File: config.mk
export PLATFORM = sky130hd
export DESIGN_NAME = fpga_pio_responder_flat
export DESIGN_NICKNAME = d
export VERILOG_FILES = /design/src/rtl/fpga_pio_responder_if.sv /design/src/rtl/fpga_pio_responder.sv /design/src/flat_wrapper.sv
export SDC_FILE = /design/constraint.sdc
export NUM_CORES = 1
export LEC_CHECK = 0
export ABC_AREA = 0
export ABC_CLOCK_PERIOD_IN_PS = 2120
export CAP_MARGIN = 20
export CORE_ASPECT_RATIO = 1.75
export CORE_MARGIN = 1.5
export CORE_UTILIZATION = 45
export DETAILED_ROUTE_END_ITERATION = 12
export PLACE_DENSITY = 0.94
export SYNTH_ARGS = -nofsm -noshare
export SYNTH_HDL_FRONTEND = slang
export SYNTH_SLANG_ARGS = --single-unit
File: constraint.sdc
create_clock -name clk_clk -period 2.12 [get_ports clk_clk]
set_input_delay 0.318 -clock clk_clk [delete_from_list [all_inputs] [get_ports clk_clk]]
set_output_delay 0.318 -clock clk_clk [all_outputs]
set_load 0.005 [all_outputs]
File: src/rtl/fpga_pio_responder_if.sv
// Avalon-MM bus bundle between the HPS lightweight bridge (master) and the
// fabric PIO responder (slave). Fixed read latency of one cycle, no waitrequest.
interface fpga_pio_responder_if;
  logic [2:0]  avs_address;
  logic        avs_read;
  logic        avs_write;
  logic [31:0] avs_writedata;
  logic [31:0] avs_readdata;
  logic        avs_readdatavalid;

  modport master (
    output avs_address, avs_read, avs_write, avs_writedata,
    input  avs_readdata, avs_readdatavalid
  );

  modport slave (
    input  avs_address, avs_read, avs_write, avs_writedata,
    output avs_readdata, avs_readdatavalid
  );
endinterface

File: src/rtl/fpga_pio_responder.sv
// HPS-facing PIO responder: LED/HEX0 registers, synchronised DIP switches, button edge capture and IRQ.
// Define FPGA_PIO_DEBOUNCE_EN to insert per-button debounce counters of DEBOUNCE_CYCLES.
module fpga_pio_responder #(
  parameter int DEBOUNCE_CYCLES = 50000,
  parameter int LED_W           = 10,
  parameter int BTN_W           = 4,
  parameter int SW_W            = 10
) (
  input  logic                  clk_clk,
  input  logic                  reset_reset_n,
  fpga_pio_responder_if.slave   avs,
  output logic                  irq,
  input  logic [BTN_W-1:0]      button_in,
  input  logic [SW_W-1:0]       dipsw_in,
  output logic [LED_W-1:0]      led_out,
  output logic [6:0]            hex0_out
);

  logic [BTN_W-1:0] btnSync1_q, btnSync2_q;
  logic [SW_W-1:0]  swSync1_q, swSync2_q;
  logic [BTN_W-1:0] btnStable, btnStableNext, btnPressed, pressEvent;

  logic [LED_W-1:0] led_q, led_d;
  logic [6:0]       hex_q, hex_d;
  logic [BTN_W-1:0] edgeFlags_q, edgeFlags_d;
  logic [BTN_W-1:0] mask_q, mask_d;
  logic [BTN_W-1:0] edgeClear;
  logic             irq_q, irq_d;
  logic [31:0]      rdata_q, rdata_d;
  logic             rvalid_q, rvalid_d;
  logic             wrEn, rdEn;

  always_ff @(posedge clk_clk) begin
    if (!reset_reset_n) begin
      btnSync1_q <= '1;
      btnSync2_q <= '1;
      swSync1_q  <= '0;
      swSync2_q  <= '0;
    end else begin
      btnSync1_q <= button_in;
      btnSync2_q <= btnSync1_q;
      swSync1_q  <= dipsw_in;
      swSync2_q  <= swSync1_q;
    end
  end

`ifdef FPGA_PIO_DEBOUNCE_EN
  localparam int CNT_W = $clog2(DEBOUNCE_CYCLES);

  logic [CNT_W-1:0] dbCnt_q [BTN_W];
  logic [CNT_W-1:0] dbCnt_d [BTN_W];
  logic [BTN_W-1:0] dbStable_q, dbStable_d;

  // A level is accepted only after it differs from the stable value for DEBOUNCE_CYCLES edges.
  always_comb begin
    dbStable_d = dbStable_q;
    for (int i = 0; i < BTN_W; i++) begin
      dbCnt_d[i] = '0;
      if (btnSync2_q[i] != dbStable_q[i]) begin
        if (dbCnt_q[i] == CNT_W'(DEBOUNCE_CYCLES - 1)) begin
          dbStable_d[i] = btnSync2_q[i];
        end else begin
          dbCnt_d[i] = dbCnt_q[i] + 1'b1;
        end
      end
    end
  end

  always_ff @(posedge clk_clk) begin
    if (!reset_reset_n) begin
      dbStable_q <= '1;
      for (int i = 0; i < BTN_W; i++) begin
        dbCnt_q[i] <= '0;
      end
    end else begin
      dbStable_q <= dbStable_d;
      for (int i = 0; i < BTN_W; i++) begin
        dbCnt_q[i] <= dbCnt_d[i];
      end
    end
  end

  assign btnStable     = dbStable_q;
  assign btnStableNext = dbStable_d;
`else
  assign btnStable     = btnSync2_q;
  assign btnStableNext = btnSync1_q;
`endif

  // Press is flagged on the same edge the stable level falls.
  assign pressEvent = btnStable & ~btnStableNext;
  assign btnPressed = ~btnStable;

  assign wrEn = avs.avs_write;
  assign rdEn = avs.avs_read & ~avs.avs_write;

  always_comb begin
    led_d     = led_q;
    hex_d     = hex_q;
    mask_d    = mask_q;
    edgeClear = '0;
    if (wrEn) begin
      case (avs.avs_address)
        3'd0:    led_d     = avs.avs_writedata[LED_W-1:0];
        3'd1:    hex_d     = avs.avs_writedata[6:0];
        3'd4:    edgeClear = avs.avs_writedata[BTN_W-1:0];
        3'd5:    mask_d    = avs.avs_writedata[BTN_W-1:0];
        default: ;
      endcase
    end
    edgeFlags_d = (edgeFlags_q & ~edgeClear) | pressEvent;
    irq_d       = |(edgeFlags_q & mask_q);

    rvalid_d = rdEn;
    rdata_d  = '0;
    if (rdEn) begin
      case (avs.avs_address)
        3'd0:    rdata_d = 32'(led_q);
        3'd1:    rdata_d = 32'(hex_q);
        3'd2:    rdata_d = 32'(btnPressed);
        3'd3:    rdata_d = 32'(swSync2_q);
        3'd4:    rdata_d = 32'(edgeFlags_q);
        3'd5:    rdata_d = 32'(mask_q);
        default: rdata_d = '0;
      endcase
    end
  end

  always_ff @(posedge clk_clk) begin
    if (!reset_reset_n) begin
      led_q       <= '0;
      hex_q       <= 7'h7F;
      edgeFlags_q <= '0;
      mask_q      <= '0;
      irq_q       <= 1'b0;
      rdata_q     <= '0;
      rvalid_q    <= 1'b0;
    end else begin
      led_q       <= led_d;
      hex_q       <= hex_d;
      edgeFlags_q <= edgeFlags_d;
      mask_q      <= mask_d;
      irq_q       <= irq_d;
      rdata_q     <= rdata_d;
      rvalid_q    <= rvalid_d;
    end
  end

  assign led_out               = led_q;
  assign hex0_out              = hex_q;
  assign irq                   = irq_q;
  assign avs.avs_readdata      = rdata_q;
  assign avs.avs_readdatavalid = rvalid_q;

endmodule
File: src/flat_wrapper.sv
// flat-port wrapper written by rule: the top's interface ports become plain ports
module fpga_pio_responder_flat 
#(
  parameter int DEBOUNCE_CYCLES = 50000,
  parameter int LED_W           = 10,
  parameter int BTN_W           = 4,
  parameter int SW_W            = 10
)
  (clk_clk, reset_reset_n, irq, button_in, dipsw_in, led_out, hex0_out, avs_avs_address, avs_avs_read, avs_avs_write, avs_avs_writedata, avs_avs_readdata, avs_avs_readdatavalid);
  fpga_pio_responder_if avs_i ();
  input  logic clk_clk;
  input  logic reset_reset_n;
  output logic irq;
  input  logic [BTN_W-1:0] button_in;
  input  logic [SW_W-1:0] dipsw_in;
  output logic [LED_W-1:0] led_out;
  output logic [6:0] hex0_out;
  input wire logic [$bits(avs_i.avs_address)-1:0] avs_avs_address;
  input wire logic [$bits(avs_i.avs_read)-1:0] avs_avs_read;
  input wire logic [$bits(avs_i.avs_write)-1:0] avs_avs_write;
  input wire logic [$bits(avs_i.avs_writedata)-1:0] avs_avs_writedata;
  output wire logic [$bits(avs_i.avs_readdata)-1:0] avs_avs_readdata;
  output wire logic [$bits(avs_i.avs_readdatavalid)-1:0] avs_avs_readdatavalid;
  assign avs_i.avs_address = avs_avs_address;
  assign avs_i.avs_read = avs_avs_read;
  assign avs_i.avs_write = avs_avs_write;
  assign avs_i.avs_writedata = avs_avs_writedata;
  assign avs_avs_readdata = avs_i.avs_readdata;
  assign avs_avs_readdatavalid = avs_i.avs_readdatavalid;
  fpga_pio_responder #(.DEBOUNCE_CYCLES(DEBOUNCE_CYCLES), .LED_W(LED_W), .BTN_W(BTN_W), .SW_W(SW_W)) u_core (.clk_clk(clk_clk), .reset_reset_n(reset_reset_n), .avs(avs_i), .irq(irq), .button_in(button_in), .dipsw_in(dipsw_in), .led_out(led_out), .hex0_out(hex0_out));
endmodule
==> metrics.md <==
| Metric | Value |
|---|---|
| Library cell used as clock root buffer | sky130_fd_sc_hd__clkbuf_8 |
| Setup-failing EPs final | 0 |
| Post-synthesis share of cell area spent on and, or, nand and nor gates | 20.1% |
| Area fraction in compound gates after synthesis | 10.8% |
| Arithmetic-cell share of the synthesized area counting full adders, half adders and majority gates | 0% |
| Overall die height | 103 µm |
| Number of antenna violations at the first check in global routing | 0 |
| Terminus of the critical flop-to-flop path | u_core.avs.avs_readdata[2] |
| Layout filler cell count | 445 |
| Number of standard cells after synthesis | 256 |
| Required arrival time at the worst endpoint | 2.33 ns |
| Number of instances resized during post-cts repair | 0 |
| Buffers on Ports | 59 |
| Tmin final | 1.67 ns |
| Crit path to | u_core.hex0_out[4] |
| Number of stages on the worst hold path | 1 |
| Placed wire-length estimate | 3730 µm |
| Number of nets at the end of the flow | 371 |
| Worst hold slack across all endpoints | 0.433 ns |
| Clock tree buffer depth | 2 |
| Synth Register Bits | 65 |
| Buffer count from post-CTS setup fixing | 0 |
| Element type at the critical path end | register |
| Leak pwr | 1.32 nW |
| Slack of the worst reg-to-reg path | 1.06 ns |
| Post-route clock skew | 0.0103 ns |
| Library cells used by synthesis | 36 |
| Layout cells sized above 1 | 10.8% |
| Core Rows | 36 |
| Number of levels in the clock H-tree | 3 |
| Setup_tns | 0 ns |
| Share of the core filled with cells | 61.0% |
| Footprint of the multi-input gates | 1110 µm² |
| Share of synthesized area occupied by flip-flops and latches | 50.2% |
| Worst r2r src | u_core.mask_q[2] |
| XOR/XNOR share of the synthesized area | 0% |
| Post-Route WL | 5160 µm |
| Peak fanout along the critical path | 6 |
| Total DRC errors in the routed layout | 0 |
| GRT Total Usage | 17.4% |
| Period Utilization, post-route | 78.9% |
| Primary flip-flop cell chosen by synthesis mapping | sky130_fd_sc_hd__dfxtp_1 |
| Boundary Pins | 104 |
| Routed len/inst | 12.9 µm |
| Die ar. | 6240 µm² |
| Number of antenna-violating nets in the routed design | 0 |
| Die boundary width | 60.4 µm |
| Inserted Diodes | 0 |
| Hold Violations, Final | 0 |
| Cell type with the highest aggregate area in the netlist | sky130_fd_sc_hd__dfxtp_1 |
| Remaining global-route overflow | 0 |
| Dominant combinational cell family by area after synthesis | simple AND/OR/NAND/NOR gates |
| Routability Congestion | 0.814 |
| Maximum VDD drop | 525 µV |
| Clock Sink Count | 65 |
| Clock transition at the register clock pins on the worst setup and hold paths after CTS | 0.07 ns |
| Crit path launch type | input pin |
| First-pass GRT wire length | 7900 µm |
| Post-synthesis area per instance | 10.1 µm² |
| Synth area leaders | sky130_fd_sc_hd__dfxtp_1 50%, sky130_fd_sc_hd__buf_4 6.7%, sky130_fd_sc_hd__mux2i_1 6.2% |
| Vias in the first global route | 1773 |
| Launching element of the worst setup path | avs_avs_write |
| DRC violation total after the first TritonRoute iteration | 30 |
| Path category of the worst min-delay check | register to register |
| Kind of critical path | input pin to register |
| Starting utilization of the core area | 46.8% |
| Setup repair after global routing missed its margin | no |
| Pin count of the biggest net entering global routing | 36 |
| Register cell area after layout | 1300 µm² |
| Via count | 1903 |
| Power density cells | 779 nW/µm² |
| Crit path arrival time | 1.89 ns |
| TritonCTS clock tree | built |
| DR pass1 iterations | 4 |
| Share of synthesized flip-flops with an asynchronous set or reset | 0% |
| Cts hold-fix bufs | 0 |
| Core Box Area | 5540 µm² |
| Count of maximum capacitance violations | 0 |
| Proportion of synthesized area in mux cells | 8.35% |
| Routed via count divided by cell count | 4.77 |
| Clock insertion delay at the later pin of the skew report | 0.34 ns |
| Synthesis warning total | 0 |
| Reg2reg path depth | 3 |
| Cts bufs inserted | 9 |
| Number of enable-type register cells in the synthesized netlist | 0 |
| Status | finished, final reports clean |
| Area fraction of the dominant cell type after synthesis | 50.2% |
| Final max-slew violation count | 0 |
| Synthesis-to-finish area growth | 30.5% |
| Netlist Area Pre-Place | 2590 µm² |
| Maximum achievable frequency | 598 MHz |
## worst max-delay path, stage by stage
cell and delay (ns):
sky130_fd_sc_hd__clkdlybuf4s50_1 0.57, sky130_fd_sc_hd__nor4bb_2 0.43, sky130_fd_sc_hd__buf_4 0.26, sky130_fd_sc_hd__mux2i_1 0.23, sky130_fd_sc_hd__nand2_1 0.07
## how the worst min path moves through the flow
stage	from	to	slack [ns]
after floorplan	u_core.btnStableNext[0]	u_core.btnStable[0]	0.41
after detailed placement	u_core.swSync1_q[1]	u_core.swSync2_q[1]	0.42
after global routing	u_core.swSync1_q[2]	u_core.swSync2_q[2]	0.45
after CTS	u_core.swSync1_q[1]	u_core.swSync2_q[1]	0.43
after global placement	u_core.swSync1_q[9]	u_core.swSync2_q[9]	0.42
final	u_core.swSync1_q[1]	u_core.swSync2_q[1]	0.43
## cell usage in the layout (no fill, tap or decap), types with 3 or more instances in the layout
master and count:
sky130_fd_sc_hd__buf_4 9, sky130_fd_sc_hd__nand2b_1 10, sky130_fd_sc_hd__mux2i_1 16, sky130_fd_sc_hd__clkbuf_8 9, sky130_fd_sc_hd__and2_1 21, sky130_fd_sc_hd__dfxtp_1 65
sky130_fd_sc_hd__mux2_2 3, sky130_fd_sc_hd__clkdlybuf4s50_1 59, sky130_fd_sc_hd__nand3_1 3, sky130_fd_sc_hd__a21boi_0 5, sky130_fd_sc_hd__nand2_1 31, sky130_fd_sc_hd__a22oi_1 5
sky130_fd_sc_hd__o21a_1 4, sky130_fd_sc_hd__clkinv_2 3, sky130_fd_sc_hd__nor2b_1 9, sky130_fd_sc_hd__nor2_1 10, sky130_fd_sc_hd__conb_1 22, sky130_fd_sc_hd__a21boi_1 10
sky130_fd_sc_hd__a21oi_1 5
## registers in the layout, summed over array words and instances (netlist names), 4 cells and up
register	flops
u_core.hex0_out	7
u_core.edgeFlags_q	4
u_core.btnStableNext	4
u_core.btnStable	4
u_core.swSync2_q	10
u_core.swSync1_q	10
u_core.led_out	10
u_core.avs.avs_readdata	10
u_core.mask_q	4
## cells by family (layout without fill, tap and decap cells)
logic type,Yosys count,in the layout
DFF,65,65
AOI/OAI and AO/OA,37,37
other,1,22
muxes,20,20
buffers and inverters,39,85
and+or+nand+nor,94,94
## layout make-up
| class | count | area share, % |
|---|---|---|
| clock buffer | 9 | 3.66 |
| clock inverter | 7 | 2.74 |
| inverter | 1 | 0.111 |
| multi-input combinational | 173 | 32.7 |
| sequential | 65 | 38.5 |
| tap | 76 | 2.81 |
| timing repair buffer | 68 | 19.5 |
## per-stage QoR
stage	instance area, µm²	power [mW]	setup slack (ns)	cells
global placement	3170	1.53	0.208	383
CTS	3380	2.66	0.464	399
finish	3380	2.64	0.448	399
global route	3380	2.74	0.419	399
floorplan	2670	1.46	0.796	277
detailed placement	3170	1.54	0.119	383
## cells in the mapped netlist (2+ instances only)
library cell                number
sky130_fd_sc_hd__dfxtp_1        65
sky130_fd_sc_hd__nand2_1        31
sky130_fd_sc_hd__buf_4          23
sky130_fd_sc_hd__and2_1         21
sky130_fd_sc_hd__mux2i_1        16
sky130_fd_sc_hd__a21boi_1       10
sky130_fd_sc_hd__nand2b_1       10
sky130_fd_sc_hd__nor2_1         10
sky130_fd_sc_hd__nor2b_1         9
sky130_fd_sc_hd__a21boi_0        5
sky130_fd_sc_hd__a21oi_1         5
sky130_fd_sc_hd__a22oi_1         5
sky130_fd_sc_hd__buf_2           5
sky130_fd_sc_hd__clkbuf_1        5
sky130_fd_sc_hd__buf_6           4
sky130_fd_sc_hd__o21a_1          4
sky130_fd_sc_hd__mux2_2          3
sky130_fd_sc_hd__nand3_1         3
sky130_fd_sc_hd__a2111oi_2       2
sky130_fd_sc_hd__nand4b_1        2
sky130_fd_sc_hd__nor3b_1         2
sky130_fd_sc_hd__o31a_1          2
## metal layers
| metal | wire length, µm | vias up | global-route usage [%] |
|---|---|---|---|
| met5 | 0 | - | 0 |
| met4 | 169 | 0 | 12.3 |
| met3 | 263 | 15 | 5.35 |
| met2 | 2720 | 75 | 28.3 |
| met1 | 2010 | 881 | 18.6 |
| li1 | - | 932 | - |
## power breakdown
part,leakage [nW],internal (mW),switching [mW]
combinational,0.678,0.131,0.100
sequential,0.532,1.26,0.0191
clock,0.113,0.661,0.462
total,1.32,2.05,0.581
Note: power is estimated with default switching activity, not from simulation.
